$ cat config.mk
export PLATFORM = sky130hd
export DESIGN_NAME = baccarat_datapath
export DESIGN_NICKNAME = d
export VERILOG_FILES = /design/src/rtl/baccarat_pkg.sv /design/src/rtl/baccarat_datapath_scorehand.sv /design/src/rtl/baccarat_datapath.sv
export SDC_FILE = /design/constraint.sdc
export NUM_CORES = 1
export LEC_CHECK = 0
export ABC_AREA = 0
export CORE_MARGIN = 3
export CORE_UTILIZATION = 50
export DETAILED_ROUTE_END_ITERATION = 8
export PLACE_DENSITY = 0.77
export SLEW_MARGIN = 30
export SYNTH_ARGS = -nofsm -noshare
export SYNTH_HDL_FRONTEND = slang
export SYNTH_SLANG_ARGS = --single-unit
$ cat constraint.sdc
create_clock -name slow_clock -period 4.02 [get_ports slow_clock]
set_input_delay 0.804 -clock slow_clock [delete_from_list [all_inputs] [get_ports slow_clock]]
set_output_delay 0.804 -clock slow_clock [all_outputs]
set_load 0.01 [all_outputs]
$ cat src/rtl/baccarat_pkg.sv
// Shared definitions for the baccarat game blocks.
// Contents:
//   card_t            4-bit card code (0 = empty, 1 = ace ... 13 = king)
//   CARD_* constants  named card codes
//   state_t           statemachine state encoding, shared with the datapath
//   card_value()      baccarat point value of a card code
package baccarat_pkg;

    typedef logic [3:0] card_t;

    localparam card_t CARD_EMPTY = 4'd0;
    localparam card_t CARD_ACE   = 4'd1;
    localparam card_t CARD_TEN   = 4'd10;
    localparam card_t CARD_JACK  = 4'd11;
    localparam card_t CARD_QUEEN = 4'd12;
    localparam card_t CARD_KING  = 4'd13;

    typedef enum logic [3:0] {
        DEAL_PCARD1        = 4'd0,
        DEAL_DCARD1        = 4'd1,
        DEAL_PCARD2        = 4'd2,
        DEAL_DCARD2        = 4'd3,
        THIRDCARD_DECISION = 4'd4,
        DEAL_PCARD3        = 4'd5,
        DEALER_DECISION    = 4'd6,
        DEAL_DCARD3        = 4'd7,
        WINNER_DECISION    = 4'd8
    } state_t;

    // Ace through nine count at face value; ten, court cards and an
    // empty slot all count zero.
    function automatic logic [3:0] card_value(input card_t code);
        if (code >= CARD_ACE && code < CARD_TEN) begin
            return code;
        end
        return 4'd0;
    endfunction

endpackage

$ cat src/rtl/baccarat_datapath_scorehand.sv
// Combinational baccarat hand scorer.
// Ports:
//   card1, card2, card3  in   card codes of one hand (0 = empty slot)
//   score                out  (sum of card values) mod 10, range 0..9
module scorehand
    import baccarat_pkg::*;
(
    input  card_t      card1,
    input  card_t      card2,
    input  card_t      card3,
    output logic [3:0] score
);

    logic [4:0] sum;

    always_comb begin
        sum = 5'(card_value(card1)) + 5'(card_value(card2)) + 5'(card_value(card3));
        // Sum never exceeds 27, so mod 10 is at most two tens removed.
        if (sum >= 5'd20) begin
            score = 4'(sum - 5'd20);
        end else if (sum >= 5'd10) begin
            score = 4'(sum - 5'd10);
        end else begin
            score = sum[3:0];
        end
    end

endmodule

$ cat src/rtl/baccarat_datapath.sv
// Card-dealing and scoring datapath for the baccarat game.
// A free-running counter supplies the next card; six registers capture it
// on their load strobes; two scorers produce the hand scores.
// Ports:
//   slow_clock           in   game clock, rising edge
//   resetb               in   synchronous active-high reset
//   load_pcard1..3       in   capture new_card into the player slots
//   load_dcard1..3       in   capture new_card into the dealer slots
//   pcard1..3, dcard1..3 out  card codes held, 0 = empty
//   pscore, dscore       out  hand scores 0..9 (combinational from cards)
//   new_card             out  card dealt at the next edge
module baccarat_datapath
    import baccarat_pkg::*;
#(
    parameter int CARD_MAX = 13
) (
    input  logic       slow_clock,
    input  logic       resetb,
    input  logic       load_pcard1,
    input  logic       load_pcard2,
    input  logic       load_pcard3,
    input  logic       load_dcard1,
    input  logic       load_dcard2,
    input  logic       load_dcard3,
    output logic [3:0] pcard1,
    output logic [3:0] pcard2,
    output logic [3:0] pcard3,
    output logic [3:0] dcard1,
    output logic [3:0] dcard2,
    output logic [3:0] dcard3,
    output logic [3:0] pscore,
    output logic [3:0] dscore,
    output logic [3:0] new_card
);

    localparam card_t CARD_LAST = card_t'(CARD_MAX);

    // Counter advances on every non-reset edge regardless of loads; all
    // registers loaded on the same edge see the same pre-edge card.
    always_ff @(posedge slow_clock) begin
        if (resetb) begin
            new_card <= CARD_ACE;
            pcard1   <= CARD_EMPTY;
            pcard2   <= CARD_EMPTY;
            pcard3   <= CARD_EMPTY;
            dcard1   <= CARD_EMPTY;
            dcard2   <= CARD_EMPTY;
            dcard3   <= CARD_EMPTY;
        end else begin
            new_card <= (new_card == CARD_LAST) ? CARD_ACE : new_card + 4'd1;
            if (load_pcard1) pcard1 <= new_card;
            if (load_pcard2) pcard2 <= new_card;
            if (load_pcard3) pcard3 <= new_card;
            if (load_dcard1) dcard1 <= new_card;
            if (load_dcard2) dcard2 <= new_card;
            if (load_dcard3) dcard3 <= new_card;
        end
    end

    scorehand u_player (
        .card1 (pcard1),
        .card2 (pcard2),
        .card3 (pcard3),
        .score (pscore)
    );

    scorehand u_dealer (
        .card1 (dcard1),
        .card2 (dcard2),
        .card3 (dcard3),
        .score (dscore)
    );

endmodule
==> key figures, run 1 <==
Power and ir drop
  – Pleak: 0.00121 uW
  – Worst ir drop on vdd: 237 uV
  – PwrDens: 304 mW/mm^2
  – Total power: 821 uW

Critical path
  – CP Launch Point: pcard2[1]
  – CP required: 3.22 ns
  – RR Startpoint: new_card[1]
  – Setup crit end kind: output port
  – Data arrival, critical path: 3.18 ns
  – Max Fanout on Critical Path: 5
  – Cell count of the worst reg-to-reg path: 5
  – End point of the critical path: pscore[2]
  – Reg2reg setup slack: 2.70 ns
  – Startpoint types: flop
  – Reg-to-reg endpoint: new_card[2]
  – Crit Path Class: reg -> out

Logic synthesis
  – Top post-synthesis cells by area: dfxtp_1 29%, mux2i_1 14%, fa_1 10%
  – Fraction of registers with async set/reset: 0%
  – Number of distinct library cells after synthesis: 29
  – Synthesized area: 0.00191 sq mm
  – Post-synth EDFFs: 0
  – Most frequent cell after synthesis: nor2_1
  – Syn_area_per_cell: 8.85 sq um
  – Synth cell count leaders: 35 x nor2_1, 28 x dfxtp_1, 27 x mux2i_1
  – Post-synthesis compound-gate area fraction: 9.88%
  – Post-Syn Instances: 216
  – Post-synth top flop: dfxtp_1
  – Sequential share of the synthesized area: 29.3%
  – Synth Area in Simple Gates: 17.3%
  – Post-Syn Nets: 248
  – Post-synthesis xor/xnor area fraction: 4.19%
  – Cell taking the most area after synthesis: dfxtp_1
  – Register bit total from synthesis: 28
  – Ys Warns: 0
  – Main combinational cell family by area after synthesis: adder cells
  – Yosys top cell area share: 29.3%
  – Mux share of post-synthesis cell area: 14.1%
  – Adder-Cell Fraction of Synth Area: 19.6%

Routing
  – WL/cell: 14.0 microns
  – Initial DRT Pass Iterations: 4
  – Via density: 5.08
  – DR DRC count: 0
  – Vias: 1616
  – ANT nets after route: 0
  – DRT iter0 DRCs: 41
  – Drt total wl: 4460 microns

Timing
  – Worst-margin pin slew: 0.483 ns
  – Fmax: 251 MHz
  – Final period util: 99.1%
  – Tmin final: 3.98 ns
  – Minimum hold slack: 0.518 ns
  – Slew HR: 67.8%
  – Slew Limit Fails: 0
  – Final-report hold violation count: 0
  – Clk_skew: 0.00117 ns
  – TNS Setup: 0 ns
  – # setup viols final: 0

Global routing
  – Overflow after GRT: 0
  – Largest net degree at the start of global routing: 28
  – First-pass GRT wire length: 7100 microns
  – Vias in the first global route: 1542
  – Antenna violations before repair: 0
  – GR Util All Layers: 20.1%

Run status
  – Status: completed

Die
  – Initial Utilization: 54.7%
  – Die height: 67.8 microns
  – Area of the core: 0.00349 sq mm
  – Io pins: 44
  – Die area: 0.00460 sq mm
  – Die Wd: 67.8 microns
  – # rows: 21

Layout
  – Area grow syn2layout: 41.5%
  – Fin nets: 306
  – Fill cell count: 261
  – Final instance area: 0.00271 sq mm
  – Layout cells sized above 1: 27.9%
  – Inserted Diodes: 0
  – Layout Utilization: 77.4%

CTS
  – Deepest clock path buffer count: 2
  – Clock transition at path regs: 0.09 ns
  – Worst-Skew Late Latency: 0.27 ns
  – CTS tree: yes
  – Root buf cell: clkbuf_8
  – Total CTS buffers: 3
  – Sink Count: 28
  – H-tree levels: 1
  – Post-CTS Hold Buffers: 0

Min path
  – Hold WC Path Type: reg -> reg

Placed design
  – DP HPWL: 3210 microns
  – Number of port buffers: 43
  – DP Area: 0.00247 sq mm
  – GP Congestion: 0.741

Flow run
  – Max cap viols: 0
==> worst min path at each step <==
stage | startpoint | to | slack (ns) | cells after the start
final | pcard3[2] | pcard3[2] | 0.52 | 2
after global placement | dcard3[0] | dcard3[0] | 0.51 | 2
after CTS | pcard3[3] | pcard3[3] | 0.53 | 2
after detailed placement | dcard3[0] | dcard3[0] | 0.51 | 2
after floorplan | dcard1[0] | dcard1[0] | 0.54 | 2
after global routing | dcard3[3] | dcard3[3] | 0.55 | 2
==> where the power goes <==
group	switching [uW]	total, uW	internal (uW)	leakage [uW]
sequential	24.3	317	293	0.000237
clock	84.7	152	67.3	0.0000216
combinational	167	352	185	0.000950
==> repair_timing <==
action	CTS	global route
gates resized for setup	30	48
pin swaps	4	19
setup buffers	5	2
endpoints found under the setup margin	6	6
==> metal layers <==
metal  vias up  part of all wire (%)  global-route usage (%)
met5         -                     0                       0
met4         0                  0.94                    4.71
met3         5                   4.2                    4.11
met2        30                    48                    32.1
met1       759                    47                    28.0
li1        822                     -                       -
==> worst max-delay path: stages (launching register included) <==
cell	delay, ns
dfxtp_4	0.39
o21ai_0	0.10
and2_1	0.19
fa_2	0.39
ha_4	0.18
fa_2	0.40
xor2_2	0.20
ha_2	0.18
nand3_1	0.10
a21boi_4	0.16
nor2b_1	0.14
o32ai_2	0.29
buf_2	0.18
==> cell families (layout without fill, tap and decap cells) <==
group           count (synthesis)  in the layout
compound gates                 31             31
buf+inv                        28             84
flops                          28             28
simple gates                   71             71
mux                            27             27
fa+ha+maj                      24             24
xor+xnor                        7              7
==> cell type report <==
class	instances	area (sq um)	area share (%)
multi-input combinational	160	1380	50.8
sequential	28	591	21.8
timing repair buffer	66	584	21.6
tap	46	57.6	2.13
inverter	15	56.3	2.08
clock buffer	3	41.3	1.53
==> flip-flops by register name (all words and copies together), names as in the netlist <==
| name | flops |
|---|---|
| dcard1 | 4 |
| dcard2 | 4 |
| dcard3 | 4 |
| new_card | 4 |
| pcard1 | 4 |
| pcard2 | 4 |
| pcard3 | 4 |
==> through the flow <==
step	std cells	setup slack, ns
after floorplan	216	0.365
after global placement	308	-0.0195
after detailed placement	308	-0.135
after CTS	316	0.00148
after global routing	318	-0.0915
final	318	0.0375
==> layout by cell type (no fill, tap or decap), types with 2 or more instances in the layout <==
cell type	count
ha_4	2
o21ai_1	2
xnor2_1	3
dfxtp_4	5
mux2i_1	27
fa_1	8
ha_2	3
nor2b_1	6
nand2b_1	4
fa_2	2
nor2b_2	3
buf_2	5
dfxtp_2	9
ha_1	9
clkdlybuf4s50_1	36
dfxtp_1	14
and2_1	5
nand2_1	10
nand2b_4	3
inv_2	3
o21ai_0	10
buf_4	20
nor2_1	35
clkbuf_8	3
a21oi_1	4
a21oi_2	5
inv_1	12
a21o_1	2
buf_6	3
No activity file was read; power rests on OpenSTA's default activity.
==> run 2, diff against run 1 <==
--- a/config.mk
+++ b/config.mk
@@ -10,6 +10,7 @@
 export CORE_UTILIZATION = 50
 export DETAILED_ROUTE_END_ITERATION = 8
 export PLACE_DENSITY = 0.77
+export REMOVE_ABC_BUFFERS = 1
 export SLEW_MARGIN = 30
 export SYNTH_ARGS = -nofsm -noshare
 export SYNTH_HDL_FRONTEND = slang
==> run 2 against run 1 <==
  * Hold slack gained 0.0084 ns
  * Sequential cell count is the same
  * Critical path depth unchanged
  * Critical endpoint is now pscore[3]
  * Register-to-register slack got worse by 0.04 ns
  * Maximum frequency grew 0.77%
  * Sequential power about the same
  * Sequential share of layout area fell by 0.095 points
  * Non-clock buffer count increased by 2
  * Utilization decreased by 0.32 points
  * Largest power group unchanged
  * Largest cell class unchanged
  * Clock power up 44%
  * First-iteration DRC count decreased by 49%
==> key figures, run 2 (synthesized netlist as in run 1, its figures left out) <==
Critical path
  – Startpoint types: flop
  – Data arrival, critical path: 3.15 ns (-0.03 ns)
  – Cell count of the worst reg-to-reg path: 5 (unchanged)
  – Crit Path Class: reg -> out
  – Max Fanout on Critical Path: 4 (-1)
  – Setup crit end kind: output port
  – CP required: 3.22 ns (about the same)

Timing
  – Fmax: 253 MHz (+0.77%)
  – Tmin final: 3.95 ns (-0.0305 ns)
  – Slew HR: 67.3% (-0.43 points)
  – Clk_skew: 0.00238 ns (+0.00120 ns)
  – Final worst-path setup slack: 0.0680 ns (+0.0305 ns)
  – Worst-margin pin slew: 0.490 ns (+0.00639 ns)
  – # setup viols final: 0 (unchanged)
  – Final period util: 98.3% (-0.76 points)
  – Slew Limit Fails: 0 (unchanged)
  – Final-report hold violation count: 0 (unchanged)

Global routing
  – First-pass GRT wire length: 7360 microns (+3.6%)
  – Met2 GRT Util: 36.9% (+4.9 points)
  – Largest net degree at the start of global routing: 28 (unchanged)
  – Vias in the first global route: 1661 (+7.7%)
  – Met1 GRT Util: 26.5% (-1.5 points)
  – Gr busiest metal: met2
  – Antenna violations before repair: 0 (unchanged)
  – GR Util All Layers: 20.7% (+0.64 points)
  – Global-route met3 utilization: 3.94% (-0.16 points)
  – Overflow after GRT: 0 (unchanged)

Layout
  – Layout cells sized above 1: 25.5% (-2.5 points)
  – Commonest non-fill, non-tap cell in the layout: clkdlybuf4s50_1
  – Inserted Diodes: 0 (unchanged)
  – Area grow syn2layout: 40.9%
  – Commonest cells after routing, fill and taps aside: 36 x clkdlybuf4s50_1, 35 x nor2_1, 27 x mux2i_1
  – Fin nets: 308 (+0.65%)

CTS
  – Clock transition at path regs: 0.09 ns (about the same)
  – Total CTS buffers: 3 (unchanged)
  – Worst-Skew Late Latency: 0.27 ns (about the same)
  – Deepest clock path buffer count: 2 (unchanged)
  – Sink Count: 28 (unchanged)
  – Root buf cell: clkbuf_8
  – Post-CTS Hold Buffers: 0 (unchanged)
  – H-tree levels: 1 (unchanged)
  – CTS tree: yes

Die
  – # rows: 21 (unchanged)
  – Initial Utilization: 54.7% (unchanged)
  – Die area: 0.00460 sq mm (unchanged)
  – Die Wd: 67.8 microns (unchanged)
  – Area of the core: 0.00349 sq mm (unchanged)
  – Io pins: 44 (unchanged)
  – Die height: 67.8 microns (unchanged)

Placed design
  – DP HPWL: 3340 microns (+4.2%)
  – Number of port buffers: 43 (unchanged)
  – GP Congestion: 0.791 (+6.7%)
  – Pre-CTS setup slack: -0.0769 ns (+0.0577 ns)

Power and ir drop
  – Pleak: 0.00123 uW (+1.8%)
  – PwrDens: 318 mW/mm^2 (+4.8%)
  – Worst ir drop on vdd: 349 uV (+47%)
  – Total power: 857 uW (+4.4%)

Routing
  – Vias: 1637 (+1.3%)
  – DR DRC count: 0 (unchanged)
  – Drt total wl: 4460 microns (+0.11%)
  – Initial DRT Pass Iterations: 4 (unchanged)
  – DRT iter0 DRCs: 21 (-49%)
  – Via density: 5.10 (+0.35%)
  – WL/cell: 13.9 microns (-0.82%)
  – ANT nets after route: 0 (unchanged)

Min path
  – Hold WC Path Type: reg -> reg
  – Hold path cells: 2 (unchanged)

Flow run
  – Max cap viols: 0 (unchanged)

Run status
  – Status: completed
[run 2: worst max-delay path, stage by stage, from the launching register on]
cell      delay, ns
dfxtp_2        0.34
nand2b_4       0.14
fa_1           0.53
inv_1          0.04
ha_2           0.18
fa_2           0.47
buf_4          0.16
ha_1           0.21
a21oi_2        0.14
nand2_2        0.09
and3_2         0.21
a211o_1        0.21
buf_2          0.14
[run 2: where the power goes]
| part | leakage (uW) | switching (uW) | internal, uW |
|---|---|---|---|
| clock network | 0.0000357 | 86.0 | 133 |
| registers | 0.000236 | 23.4 | 293 |
| logic | 0.000959 | 156 | 165 |
[run 2: what timing repair did]
item / CTS / global route
hold endpoints to repair: 0 / 0
pin swaps: 3 / 11
setup buffers: 3 / 2
setup endpoints to repair: 6 / 6
resized for setup: 31 / 29
[run 2: path summary, 6_finish.rpt]
| kind | start | to | slack (ns) |
|---|---|---|---|
| max reg2reg | new_card[1] | new_card[2] | 2.66 |
| min reg2reg | dcard3[3] | dcard3[3] | 0.53 |
| min | dcard3[3] | dcard3[3] | 0.53 |
| max | pcard3[3] | pscore[3] | 0.07 |
[run 2: layout make-up]
class / count / area [sq um]
clock buffers: 3 / 41.3
fillers: 240 / 801
repair buffers: 68 / 588
clock inverters: 1 / 30.0
flip-flops and latches: 28 / 586
inverters: 15 / 56.3
well taps: 46 / 57.6
multi-input cells: 160 / 1340
[run 2: per-stage QoR]
stage	area [sq um]	hold WS, ns	std cells	setup TNS [ns]	utilization, %
floorplan	1860	0.513	203	0	-
detailed placement	2500	0.525	312	-0.233	71.6
global placement	2500	0.502	312	-0.00955	71.6
global route	2690	0.557	321	-0.0647	77.1
finish	2690	0.527	321	0	77.1
CTS	2620	0.532	319	0	75.0
[run 2: metal layers]
layer | up-vias | part of all wire (%)
met5 | - | 0
met4 | 0 | 1.5
met3 | 8 | 3.7
met2 | 32 | 50
met1 | 776 | 45
li1 | 821 | -
==> run 3, diff against run 2 <==
--- a/config.mk
+++ b/config.mk
@@ -9,6 +9,7 @@
 export CORE_MARGIN = 3
 export CORE_UTILIZATION = 50
 export DETAILED_ROUTE_END_ITERATION = 8
+export GPL_ROUTABILITY_DRIVEN = 0
 export PLACE_DENSITY = 0.77
 export REMOVE_ABC_BUFFERS = 1
 export SLEW_MARGIN = 30
==> results of run 3 <==
Final layout, timing and power as in run 2 (identical DEF).
